### config.mk
export PLATFORM = sky130hd
export DESIGN_NAME = ms6_producer
export DESIGN_NICKNAME = d
export VERILOG_FILES = /design/src/rtl/ms6_producer_pkg.sv /design/src/rtl/ms6_producer_sat_add.sv /design/src/rtl/ms6_producer.sv
export SDC_FILE = /design/constraint.sdc
export NUM_CORES = 1
export LEC_CHECK = 0
export CORE_MARGIN = 2
export CORE_UTILIZATION = 54
export CTS_BUF_LIST = sky130_fd_sc_hd__clkbuf_8 sky130_fd_sc_hd__clkbuf_16
export DETAILED_ROUTE_END_ITERATION = 6
export GPL_ROUTABILITY_DRIVEN = 0
export HOLD_SLACK_MARGIN = 0.15
export PLACE_DENSITY = 0.8
export SYNTH_ARGS = -nofsm -noshare
export SYNTH_HDL_FRONTEND = slang
export SYNTH_SLANG_ARGS = --single-unit
### constraint.sdc
create_clock -name clk -period 3 [get_ports clk]
set_input_delay 0.6 -clock clk [delete_from_list [all_inputs] [get_ports clk]]
set_output_delay 0.6 -clock clk [all_outputs]
set_load 0.01 [all_outputs]
### src/rtl/ms6_producer_pkg.sv
// Shared types for the ms6_producer slice: section states and the signed data word.
package ms6_producer_types;

   typedef logic signed [31:0] data_t;

   typedef enum logic [1:0] {
      SECTION_IDLE,
      SECTION_COMPUTE,
      SECTION_PUBLISH
   } sections_t;

   localparam data_t DATA_MAX = 32'sh7FFF_FFFF;
   localparam data_t DATA_MIN = 32'sh8000_0000;

endpackage

### src/rtl/ms6_producer_sat_add.sv
// 32-bit signed adder; saturates when MS6_PRODUCER_SAT_EN is defined, wraps otherwise.
module ms6_sat_add
   import ms6_producer_types::*;
(
   input  data_t a,
   input  data_t b,
   output data_t sum
);

`ifdef MS6_PRODUCER_SAT_EN
   logic signed [32:0] wide;

   always_comb begin
      wide = {a[31], a} + {b[31], b};
      sum  = wide[31:0];
      // Sign disagreement between the guard bit and bit 31 means the 32-bit result overflowed.
      if (wide[32] != wide[31]) begin
         sum = wide[32] ? DATA_MIN : DATA_MAX;
      end
   end
`else
   always_comb begin
      sum = a + b;
   end
`endif

endmodule

### src/rtl/ms6_producer.sv
// Accumulating producer: takes a value from upstream, adds it to a running sum and
// publishes the sum REPEAT times. Build macro MS6_PRODUCER_SAT_EN selects saturating adds.
//
// state           | meaning
// SECTION_IDLE    | ready for b_in; transfer when b_in_sync is high
// SECTION_COMPUTE | one cycle: acc += val, first publish is registered here
// SECTION_PUBLISH | m_out_sync high; stays until REPEAT publish cycles are done
module ms6_producer
   import ms6_producer_types::*;
#(
   parameter int REPEAT = 2
) (
   input  logic       clk,
   input  logic       rst,
   input  data_t      b_in,
   input  logic       b_in_sync,
   output logic       b_in_notify,
   output data_t      m_out,
   output logic       m_out_sync,
   output logic [7:0] pub_cnt
);

   localparam logic [3:0] RPT_LAST = 4'(REPEAT - 1);

   sections_t  state;
   data_t      acc;
   data_t      val;
   data_t      acc_sum;
   logic [3:0] rpt;

   ms6_sat_add u_add (
      .a   (acc),
      .b   (val),
      .sum (acc_sum)
   );

   // Outputs are registered one cycle ahead of the state they describe, so the first
   // publish is launched from COMPUTE and IDLE's notify is launched from the last publish.
   always_ff @(posedge clk or posedge rst) begin
      if (rst) begin
         state       <= SECTION_IDLE;
         acc         <= '0;
         val         <= '0;
         rpt         <= '0;
         m_out       <= '0;
         m_out_sync  <= 1'b0;
         pub_cnt     <= '0;
         b_in_notify <= 1'b1;
      end else begin
         case (state)
            SECTION_IDLE: begin
               m_out_sync <= 1'b0;
               if (b_in_sync) begin
                  val         <= b_in;
                  b_in_notify <= 1'b0;
                  state       <= SECTION_COMPUTE;
               end
            end
            SECTION_COMPUTE: begin
               acc        <= acc_sum;
               rpt        <= '0;
               m_out      <= acc_sum;
               m_out_sync <= 1'b1;
               pub_cnt    <= pub_cnt + 8'd1;
               state      <= SECTION_PUBLISH;
            end
            SECTION_PUBLISH: begin
               if (rpt == RPT_LAST) begin
                  m_out_sync  <= 1'b0;
                  b_in_notify <= 1'b1;
                  state       <= SECTION_IDLE;
               end else begin
                  rpt        <= rpt + 4'd1;
                  m_out_sync <= 1'b1;
                  pub_cnt    <= pub_cnt + 8'd1;
               end
            end
            default: begin
               m_out_sync  <= 1'b0;
               b_in_notify <= 1'b1;
               state       <= SECTION_IDLE;
            end
         endcase
      end
   end

endmodule

== After elaboration in Yosys (flattened, before gate mapping) ==
Index checks and enable logic that the tools add are counted.
Widths: inputs -> output; s select.

* Register bits: 80
* Input port bits: 35
* Output and inout bits: 42

* $add $sub $neg: 3
* Eq/ne operators: 6
* Mux-type cells: 12
* Bitwise logic cells: 1
* Reductions and logical operators: 6

{| class="wikitable"
|+ Operators with widths
! kind !! count
|-
| $add 32x32->32 || 1
|-
| $pmux 8 s2 || 1
|-
| $add 8x1->8 const B || 1
|-
| $mux 8 || 1
|-
| $pmux 4 s2 || 1
|-
| $ne 2x2->1 const B || 3
|-
| $pmux 2 s3 || 1
|-
| $reduce_and 2->1 || 3
|-
| $add 4x1->4 const B || 1
|-
| $eq 4x1->1 const B || 1
|-
| $mux 2 || 2
|-
| $mux 4 || 1
|-
| $mux 1 || 3
|-
| $pmux 1 s3 || 1
|-
| $reduce_and 3->1 || 1
|-
| $eq 2x1->1 const B || 1
|-
| $eq 2x2->1 const B || 1
|-
| $logic_not 2->1 || 1
|-
| $pmux 1 s2 || 1
|-
| $reduce_bool 2->1 || 1
|-
| $not 1->1 || 1
|}

== Longest topological paths before layout ==
Gate-level depths: netlist (run 1).

* Depth after elaboration: 3
* Mapped depth: 10
* Mapped depth without buffers: 10

== Cells and area by module ==
Synthesis (run 1) repeated with hierarchy kept, for this count alone.

* Cells, all modules: 446
* Area, all modules: 4912.2 um^2

{| class="wikitable"
|+ By module, submodules not included
! module !! instances !! cells an instance !! area each (um^2) !! sequential area each (um^2)
|-
| ms6_producer || 1 || 205 || 3168.0 || 2003.2
|-
| ms6_sat_add || 1 || 241 || 1744.2 || 0.0
|}

== Worst setup path after synthesis (run 1) ==
Ideal clock, no wire load.

* Kind: reg-to-reg
* Start point: register acc[0]
* End point: register acc[24]
* Setup time: 0.125 ns
* Arrival time: 2.568 ns
* Path slack: 0.308 ns
* Stages on the path, launching flop included: 11
* Period minus slack after synthesis: 2.692 ns
* Cell sequence: dfrtp_1 ha_1 fa_1 a21oi_1 o32ai_1 nor3b_1 o21ai_2 a31oi_1 o21ai_0 xor2_1 mux2_2

* Longest elaborated chain between the ends: 1

{| class="wikitable"
|+ Ends and longest elaborated chain
! item !! line !! text
|-
| start: declaration || ms6_producer.sv:26 || <nowiki>data_t acc;</nowiki>
|-
| start signal: assignment || ms6_producer.sv:60 || <nowiki>acc <= acc_sum;</nowiki>
|-
| $add 32x32->32 || ms6_producer_sat_add.sv:23 || <nowiki>sum = a + b;</nowiki>
|}

Every way passes these cells.
A chain may end at the register's enable or synchronous reset.

== Worst setup path in the final report (run 1) ==
* Start point: register acc[16]
* End point: register acc[31]

The elaborated chain is that of the path after synthesis.

==> flow_summary.yaml, run 1 <==
status:
  status: "finished clean"
floorplan:
  ios: 77
  dieArea_mm2: 0.00960
  die_h_um: 98.0
  die_w_um: 98.0
  row_count: 34
  core-area_mm2: 0.00864
  initial_utilization_pct: 55.3
layout:
  diodes: 0
  nets: 592
  final_cell_count_no_fill: 631
  drive_above_1_share_pct: 18.2
  area_delta_synth_final_pct: 23.9
synthesis:
  synthTopCellsByArea: "dfrtp_1 41%, mux2_2 14%, ha_1 10%"
  synthDominantCellAreaShare_pct: 41.4
  ys_types: 53
  synth_common_cells: "79 x dfrtp_1, 59 x mux2_2, 38 x ha_1, 38 x nand2_1, 31 x a21oi_1"
  synth-seq-cells: 80
  ys_async_sr_fraction_pct: 100
  synth.cell_area_mm2: 0.00477
  ys.warnings.count: 0
  syn_nets: 515
  seq_area_frac_synth_pct: 42.0
  synth_flop_cell: "dfrtp_1"
  netlist_instances: 441
  yosysTopAreaCell: "dfrtp_1"
  synth.most_common_cell: "dfrtp_1"
  synth_edf_count: 0
  syn_area_per_cell_um2: 10.8
drt:
  routed_via_density: 5.86
  detailroute.via_count: 3695
  drcViolationCount: 0
  finalWirelength_mm: 10.4
  drt_iter0_markers: 105
  ant_nets: 0
  wl_per_cell_um: 16.5
  dr.pass1.iters: 4
grt:
  overflow: 0
  grt_pass1_wl_mm: 17.8
  antenna_found_initial: 0
  grt_max_degree: 38
  grtUsageTotal_pct: 22.5
  grt_pass1_vias: 3730
sta:
  period_share_pct: 93.9
  slew_headroom_pct: 55.5
  clock_skew_ps: 13.8
  max_freq_mhz: 355
  setup_viol: 0
  min_period_ps: 2820
  hold_viol: 0
  rsz0062_at_grt: "no"
  worstMarginPinSlew_ps: 666
  tns_ps: 0
  drv_slew: 0
critical_path:
  path_class: "reg2reg"
  r2r_start: "acc[16]$_DFFE_PP0P_"
  ff2ff_path_depth: 9
  slowest_stage: "dfrtp_1"
  rr_endpoint: "acc[31]$_DFFE_PP0P_"
  worstPathMaxFanout: 6
  crit_chain: "ha_1 > a21o_1 > a211o_1 > a311o_1 > a211oi_2 > nor2_1 > o21ai_0 > mux2i_1 > xor2_1"
  required_ps: 3280
  start_kind: "register"
  cp-endpoint: "acc[31]$_DFFE_PP0P_"
  cp-startpoint: "acc[16]$_DFFE_PP0P_"
  rrSetupSlack_ps: 180
  arrival_ps: 3100
  cpPeakStageDelay_ps: 400
  end_kind: "register"
cts:
  cts.clk_slew.worst_paths_ps: 90
  cts_tree: "yes"
  clock_sinks: 80
  clk_path_buf_depth: 2
  insertion_delay_ps: 360
  cts_root_buffer: "clkbuf_8"
  cts_made_buffers: 9
  cts_setup_buffers: 0
  htree_levels: 3
job:
  drv_cap: 0
hold_path:
  min_path_type: "reg2reg"
  hold_depth: 1
place:
  numPortBuffers: 76
  place_hpwl_mm: 7.45
  numPlacedInstances: 615
==> worst max-delay path: cells and delay by family (launching register included) <==
kind | cells | cell delay, ps
adder cells (fa/ha/maj) | 1 | 370
flip-flops | 1 | 400
XOR/XNOR | 1 | 170
AO/OA/AOI/OAI | 5 | 1440
multiplexers | 1 | 240
AND/OR/NAND/NOR | 1 | 100
==> layer usage <==
layer / share of wire [%] / wire length (µm) / track usage (%)
met5: 0 / 0 / 0
met4: 2.4 / 253 / 8.87
met3: 5.7 / 595 / 4.51
met2: 48 / 5010 / 36.8
met1: 44 / 4560 / 29.6
==> cells in the final DEF, fill, tap and decap left out, types with 12 or more instances in the layout <==
| master | n |
|---|---|
| xor2_1 | 14 |
| inv_1 | 12 |
| nand2_1 | 38 |
| ha_1 | 38 |
| a21oi_1 | 30 |
| dfrtp_1 | 79 |
| nor2_1 | 14 |
| o21ai_0 | 22 |
| a21o_1 | 12 |
| clkdlybuf4s50_1 | 76 |
| xnor2_1 | 21 |
| mux2_2 | 59 |
==> kinds of logic (layout without fill, tap and decap cells) <==
family	after synthesis	after routing	share of synthesized area, %
AOI/OAI and AO/OA	110	110	15.5
xor gates and xnor gates	35	35	6.42
adders and majority gates	39	39	10.4
buffers and inverters	28	110	2.31
DFF	80	80	42.0
muxes	62	62	14.7
and+or+nand+nor	87	87	8.78
==> how the worst min path moves through the flow <==
| stage | from | end | slack, ps |
|---|---|---|---|
| 4_1_cts | pub_cnt[7]$_DFFE_PP0P_ | pub_cnt[7]$_DFFE_PP0P_ | 480 |
| 3_3_place_gp | pub_cnt[7]$_DFFE_PP0P_ | pub_cnt[7]$_DFFE_PP0P_ | 460 |
| 6_report | pub_cnt[7]$_DFFE_PP0P_ | pub_cnt[7]$_DFFE_PP0P_ | 470 |
| 2_1_floorplan | rpt[3]$_DFFE_PP0P_ | rpt[3]$_DFFE_PP0P_ | 450 |
| 5_1_grt | pub_cnt[7]$_DFFE_PP0P_ | pub_cnt[7]$_DFFE_PP0P_ | 500 |
| 3_5_place_dp | pub_cnt[7]$_DFFE_PP0P_ | pub_cnt[7]$_DFFE_PP0P_ | 470 |
==> timing repair <==
| action | in CTS | in global routing |
|---|---|---|
| setup endpoints to repair | 0 | 6 |
| resized for setup | 0 | 6 |
| hold buffers | 0 | 0 |
==> per-stage QoR <==
stage	hold WS [ps]	worst slack, ps	area [µm²]	util [%]
final	475	184	5910	68.5
after floorplan	452	308	4770	-
after CTS	481	43.7	5880	68.1
after global placement	458	199	5660	65.5
after global routing	504	13.9	5910	68.5
after detailed placement	466	114	5660	65.5
==> state kept, by name, indices dropped and copies added (netlist names) <==
register and count:
acc 32, b_in_notify 1, m_out_sync 1, pub_cnt 8, rpt 4, state 2
val 32
==> cell type report <==
cell class                 count  area, µm²
clock buffer                   9        124
fill                         640       2720
multi-input combinational    333       2700
inverter                      13       48.8
sequential                    80       2000
clock inverter                 7       96.3
tap                          108        135
timing repair buffer          81        811
Power of run 1 is not shown: default switching activity piles up to over one toggle a cycle in this logic, so the estimate is an artifact.
==> inputs of run 2 (changes only) <==
--- a/config.mk
+++ b/config.mk
@@ -6,12 +6,12 @@
 export NUM_CORES = 1
 export LEC_CHECK = 0
 export CORE_MARGIN = 2
-export CORE_UTILIZATION = 54
+export CORE_UTILIZATION = 47
 export CTS_BUF_LIST = sky130_fd_sc_hd__clkbuf_8 sky130_fd_sc_hd__clkbuf_16
 export DETAILED_ROUTE_END_ITERATION = 6
 export GPL_ROUTABILITY_DRIVEN = 0
 export HOLD_SLACK_MARGIN = 0.15
-export PLACE_DENSITY = 0.8
+export PLACE_DENSITY = 0.72
 export SYNTH_ARGS = -nofsm -noshare
 export SYNTH_HDL_FRONTEND = slang
 export SYNTH_SLANG_ARGS = --single-unit
==> run 2 against run 1 <==
Die area rose by 14%. Critical endpoint is now acc[24]$_DFFE_PP0P_. Clock skew fell by 1.5 ps. Sequential share of layout area barely moved.
==> flow_summary.yaml, run 2 (same netlist as run 1, synthesis figures left out) <==
status:
  status: "finished clean"
cts:
  insertion_delay_ps: 370
  clock_sinks: 80
  htree_levels: 3
  cts_setup_buffers: 0
  cts_tree: "yes"
  cts_made_buffers: 9
  cts_root_buffer: "clkbuf_8"
  clk_path_buf_depth: 2
  cts.clk_slew.worst_paths_ps: 80
grt:
  grtUsageTotal_pct: 19.5
  antenna_found_initial: 0
  grt_pass1_wl_mm: 17.5
  overflow: 0
  grt_max_degree: 61
  grt_pass1_vias: 3788
critical_path:
  cpPeakStageDelay_ps: 430
  crit_chain: "ha_1 > fa_1 > a21oi_2 > o32ai_2 > nor3b_1 > o21ai_2 > a31oi_1 > buf_4 > o21ai_0 > xor2_1 > mux2_2"
  arrival_ps: 3040
  required_ps: 3240
  slowest_stage: "fa_1"
  path_class: "reg2reg"
  end_kind: "register"
  crit_family: "compound AO/OA/AOI/OAI gates"
  start_kind: "register"
  worstPathMaxFanout: 4
  rrSetupSlack_ps: 210
  cp.buffers_inverters: 1
job:
  drv_cap: 0
drt:
  wl_per_cell_um: 15.7
  ant_nets: 0
  finalWirelength_mm: 10.3
  routed_via_density: 5.53
  dr.pass1.iters: 4
  drcViolationCount: 0
  drt_iter0_markers: 108
  detailroute.via_count: 3630
floorplan:
  die_h_um: 105
  ios: 77
  row_count: 36
  initial_utilization_pct: 48.6
  core-area_mm2: 0.00982
  dieArea_mm2: 0.0110
  die_w_um: 105
sta:
  rsz0062_at_grt: "no"
  setup_viol: 0
  hold_viol: 0
  slew_headroom_pct: 62.0
  drv_slew: 0
  tns_ps: 0
  period_share_pct: 93.1
  max_freq_mhz: 358
  clock_skew_ps: 12.3
  min_period_ps: 2790
  worstMarginPinSlew_ps: 571
layout:
  area_delta_synth_final_pct: 24.0
  final_common_cell: "dfrtp_1"
  layout_common_cells: "79 x dfrtp_1, 76 x clkdlybuf4s50_1, 59 x mux2_2"
  drive_above_1_share_pct: 17.4
  nets: 592
  diodes: 0
  n_fill_cell: 862
  largest_registers: "acc x32, val x32, pub_cnt x8"
place:
  place_hpwl_mm: 7.67
  numPortBuffers: 76
hold_path:
  min_path_type: "reg2reg"
## run 2: cell types whose count changed in the layout (fill, tap and decap cells not counted), sizes merged
cell / before / now
clkinv: 2 / 3
clkinvlp: 3 / 0
inv: 13 / 15
## run 2: worst paths after layout
check	from	cells past startpoint	end
setup reg to reg	acc[0]$_DFFE_PP0P_	11	acc[24]$_DFFE_PP0P_
max in group asynchronous	rst	3	b_in_notify$_DFFE_PP1P_
hold reg to reg	pub_cnt[7]$_DFFE_PP0P_	1	pub_cnt[7]$_DFFE_PP0P_
setup / recovery	acc[0]$_DFFE_PP0P_	11	acc[24]$_DFFE_PP0P_
hold / removal	pub_cnt[7]$_DFFE_PP0P_	1	pub_cnt[7]$_DFFE_PP0P_
min in group asynchronous	rst	2	val[14]$_DFFE_PP0P_
## run 2: repair_timing
| item | 4_1_cts | 5_1_grt |
|---|---|---|
| endpoints found under the setup margin | 0 | 4 |
| hold buffers | 0 | 0 |
| resized for setup | 0 | 2 |
## run 2: area by class of cell
class | count | area [µm²] | share of cell area (%)
clock inverter | 7 | 90.1 | 1.52
tap | 133 | 166 | 2.81
multi-input combinational | 333 | 2670 | 45.2
sequential | 80 | 2000 | 33.9
inverter | 13 | 48.8 | 0.825
clock buffer | 9 | 124 | 2.09
timing repair buffer | 81 | 811 | 13.7
## run 2: through the flow
stage / cells / cell area, µm² / hold slack, ps / util [%] / setup WS [ps]
5_1_grt: 656 / 5920 / 501 / 60.2 / 71.3
4_1_cts: 656 / 5900 / 482 / 60.1 / 195
3_5_place_dp: 640 / 5690 / 460 / 58.0 / 234
3_3_place_gp: 640 / 5690 / 459 / 58.0 / 309
2_1_floorplan: 441 / 4770 / 452 / - / 308
6_report: 656 / 5920 / 477 / 60.2 / 208
## run 2: per-layer routing
layer / up-vias / GRT usage [%] / part of all wire (%)
li1: 1760 / - / -
met4: 0 / 8.57 / 1.9
met2: 81 / 33.2 / 48
met3: 17 / 4.05 / 5.0
met1: 1772 / 23.7 / 45
met5: - / 0 / 0
Power of run 2 is left out for the same reason.
==> inputs of run 3 (changes only) <==
--- a/config.mk
+++ b/config.mk
@@ -5,7 +5,8 @@
 export SDC_FILE = /design/constraint.sdc
 export NUM_CORES = 1
 export LEC_CHECK = 0
-export CORE_MARGIN = 2
+export ABC_CLOCK_PERIOD_IN_PS = 3000
+export CORE_MARGIN = 5
 export CORE_UTILIZATION = 47
 export CTS_BUF_LIST = sky130_fd_sc_hd__clkbuf_8 sky130_fd_sc_hd__clkbuf_16
 export DETAILED_ROUTE_END_ITERATION = 6
==> run 3 against run 2 <==
Global-route usage decreased by 2.0 points. Flip-flop and latch count unchanged. Fmax hardly changed. Non-clock buffer count stayed put. Routed wire length up 1.4%. Via count increased by 0.55%. Cell count unchanged. Sequential share of layout area is 0.27 points higher. Critical path type unchanged.
==> flow_summary.yaml, run 3 (same netlist as run 1, synthesis figures left out) <==
status:
  status: "finished clean"
drt:
  drt_iter0_markers: 159
  drcViolationCount: 0
  finalWirelength_mm: 10.4
  dr.pass1.iters: 4
  routed_via_density: 5.56
  wl_per_cell_um: 15.9
  ant_nets: 0
  detailroute.via_count: 3650
cts:
  cts_root_buffer: "clkbuf_8"
  cts_hold_buffers: 0
  cts_made_buffers: 9
  htree_levels: 3
  cts_setup_buffers: 0
  cts_tree: "yes"
  clk_path_buf_depth: 2
  cts.clk_slew.worst_paths_ps: 90
  clock_sinks: 80
  insertion_delay_ps: 360
sta:
  max_freq_mhz: 358
  hold_viol: 0
  clock_skew_ps: 13.6
  period_share_pct: 93.1
  setup_viol: 0
  slew_headroom_pct: 57.4
  drv_slew: 0
  tns_ps: 0
  worstMarginPinSlew_ps: 639
  rsz0062_at_grt: "no"
  min_period_ps: 2790
floorplan:
  row_count: 36
  ios: 77
  core-area_mm2: 0.00982
  initial_utilization_pct: 48.6
  die_h_um: 111
  dieArea_mm2: 0.0123
  die_w_um: 111
grt:
  antenna_found_initial: 0
  overflow: 0
  grt_pass1_vias: 3698
  grt_pass1_wl_mm: 17.7
  grtUsageTotal_pct: 17.4
  grt_max_degree: 60
layout:
  area_delta_synth_final_pct: 23.0
  largest_registers: "acc x32, val x32, pub_cnt x8"
  nets: 592
  diodes: 0
  layout_common_cells: "79 x dfrtp_1, 76 x clkdlybuf4s50_1, 59 x mux2_2"
  final_common_cell: "dfrtp_1"
  n_fill_cell: 849
  drive_above_1_share_pct: 17.4
critical_path:
  end_kind: "register"
  arrival_ps: 3030
  cp-endpoint: "acc[28]$_DFFE_PP0P_"
  start_kind: "register"
  rr_endpoint: "acc[28]$_DFFE_PP0P_"
  cp-startpoint: "acc[0]$_DFFE_PP0P_"
  path_class: "reg2reg"
  rrSetupSlack_ps: 210
  worstPathMaxFanout: 4
  required_ps: 3240
  r2r_start: "acc[0]$_DFFE_PP0P_"
  ff2ff_path_depth: 11
place:
  place_hpwl_mm: 7.87
  numPortBuffers: 76
hold_path:
  min_path_type: "reg2reg"
job:
  drv_cap: 0
[run 3: changes by cell type in the layout (fill, tap and decap cells not counted), sizes merged]
cell	delta
bufinv	-2
inv	-1
clkinv	-1
clkinvlp	+3
clkbuf	+1
[run 3: routing by layer]
metal | wire length [µm] | GRT usage, %
met3 | 491 | 5.02
met1 | 4630 | 21.8
met2 | 5200 | 29.2
met5 | 0 | 0
met4 | 112 | 5.34
[run 3: what timing repair did]
item | CTS | global route
endpoints found under the setup margin | 0 | 1
resized for setup | 0 | 1
endpoints found under the hold margin | 0 | 0
[run 3: worst min-delay path by stage]
stage | from | end | slack (ps) | cells after the start
after global placement | pub_cnt[7]$_DFFE_PP0P_ | pub_cnt[7]$_DFFE_PP0P_ | 460 | 1
after CTS | b_in_notify$_DFFE_PP1P_ | b_in_notify$_DFFE_PP1P_ | 480 | 2
final | b_in_notify$_DFFE_PP1P_ | b_in_notify$_DFFE_PP1P_ | 480 | 2
after floorplan | rpt[3]$_DFFE_PP0P_ | rpt[3]$_DFFE_PP0P_ | 450 | 1
after detailed placement | pub_cnt[7]$_DFFE_PP0P_ | pub_cnt[7]$_DFFE_PP0P_ | 460 | 1
after global routing | b_in_notify$_DFFE_PP1P_ | b_in_notify$_DFFE_PP1P_ | 500 | 2
[run 3: worst max-delay path: stages, from the launching register on]
cell     delay (ps)
dfrtp_1         390
ha_1            220
fa_1            240
a21oi_1         100
o32ai_1         440
nor3b_1         120
o21ai_2         230
a31oi_1         100
buf_4           170
o31ai_1         290
xor2_1          100
mux2_2          280
[run 3: metrics by stage]
step	instances	setup slack [ps]	hold WS (ps)	area, µm²	util (%)
after floorplan	441	308	452	4770	-
after global placement	640	314	459	5690	58.0
after detailed placement	640	224	460	5690	58.0
after CTS	656	200	480	5860	59.7
after global routing	656	77.8	501	5870	59.8
final	656	206	477	5870	59.8
[run 3: layout make-up]
cell class	count	area, µm²	area share (%)
sequential	80	2000	34.1
multi-input combinational	333	2670	45.4
clock inverter	6	36.3	0.618
inverter	13	48.8	0.831
clock buffer	10	138	2.34
tap	133	166	2.84
timing repair buffer	81	811	13.8
Power of run 3 is left out for the same reason.
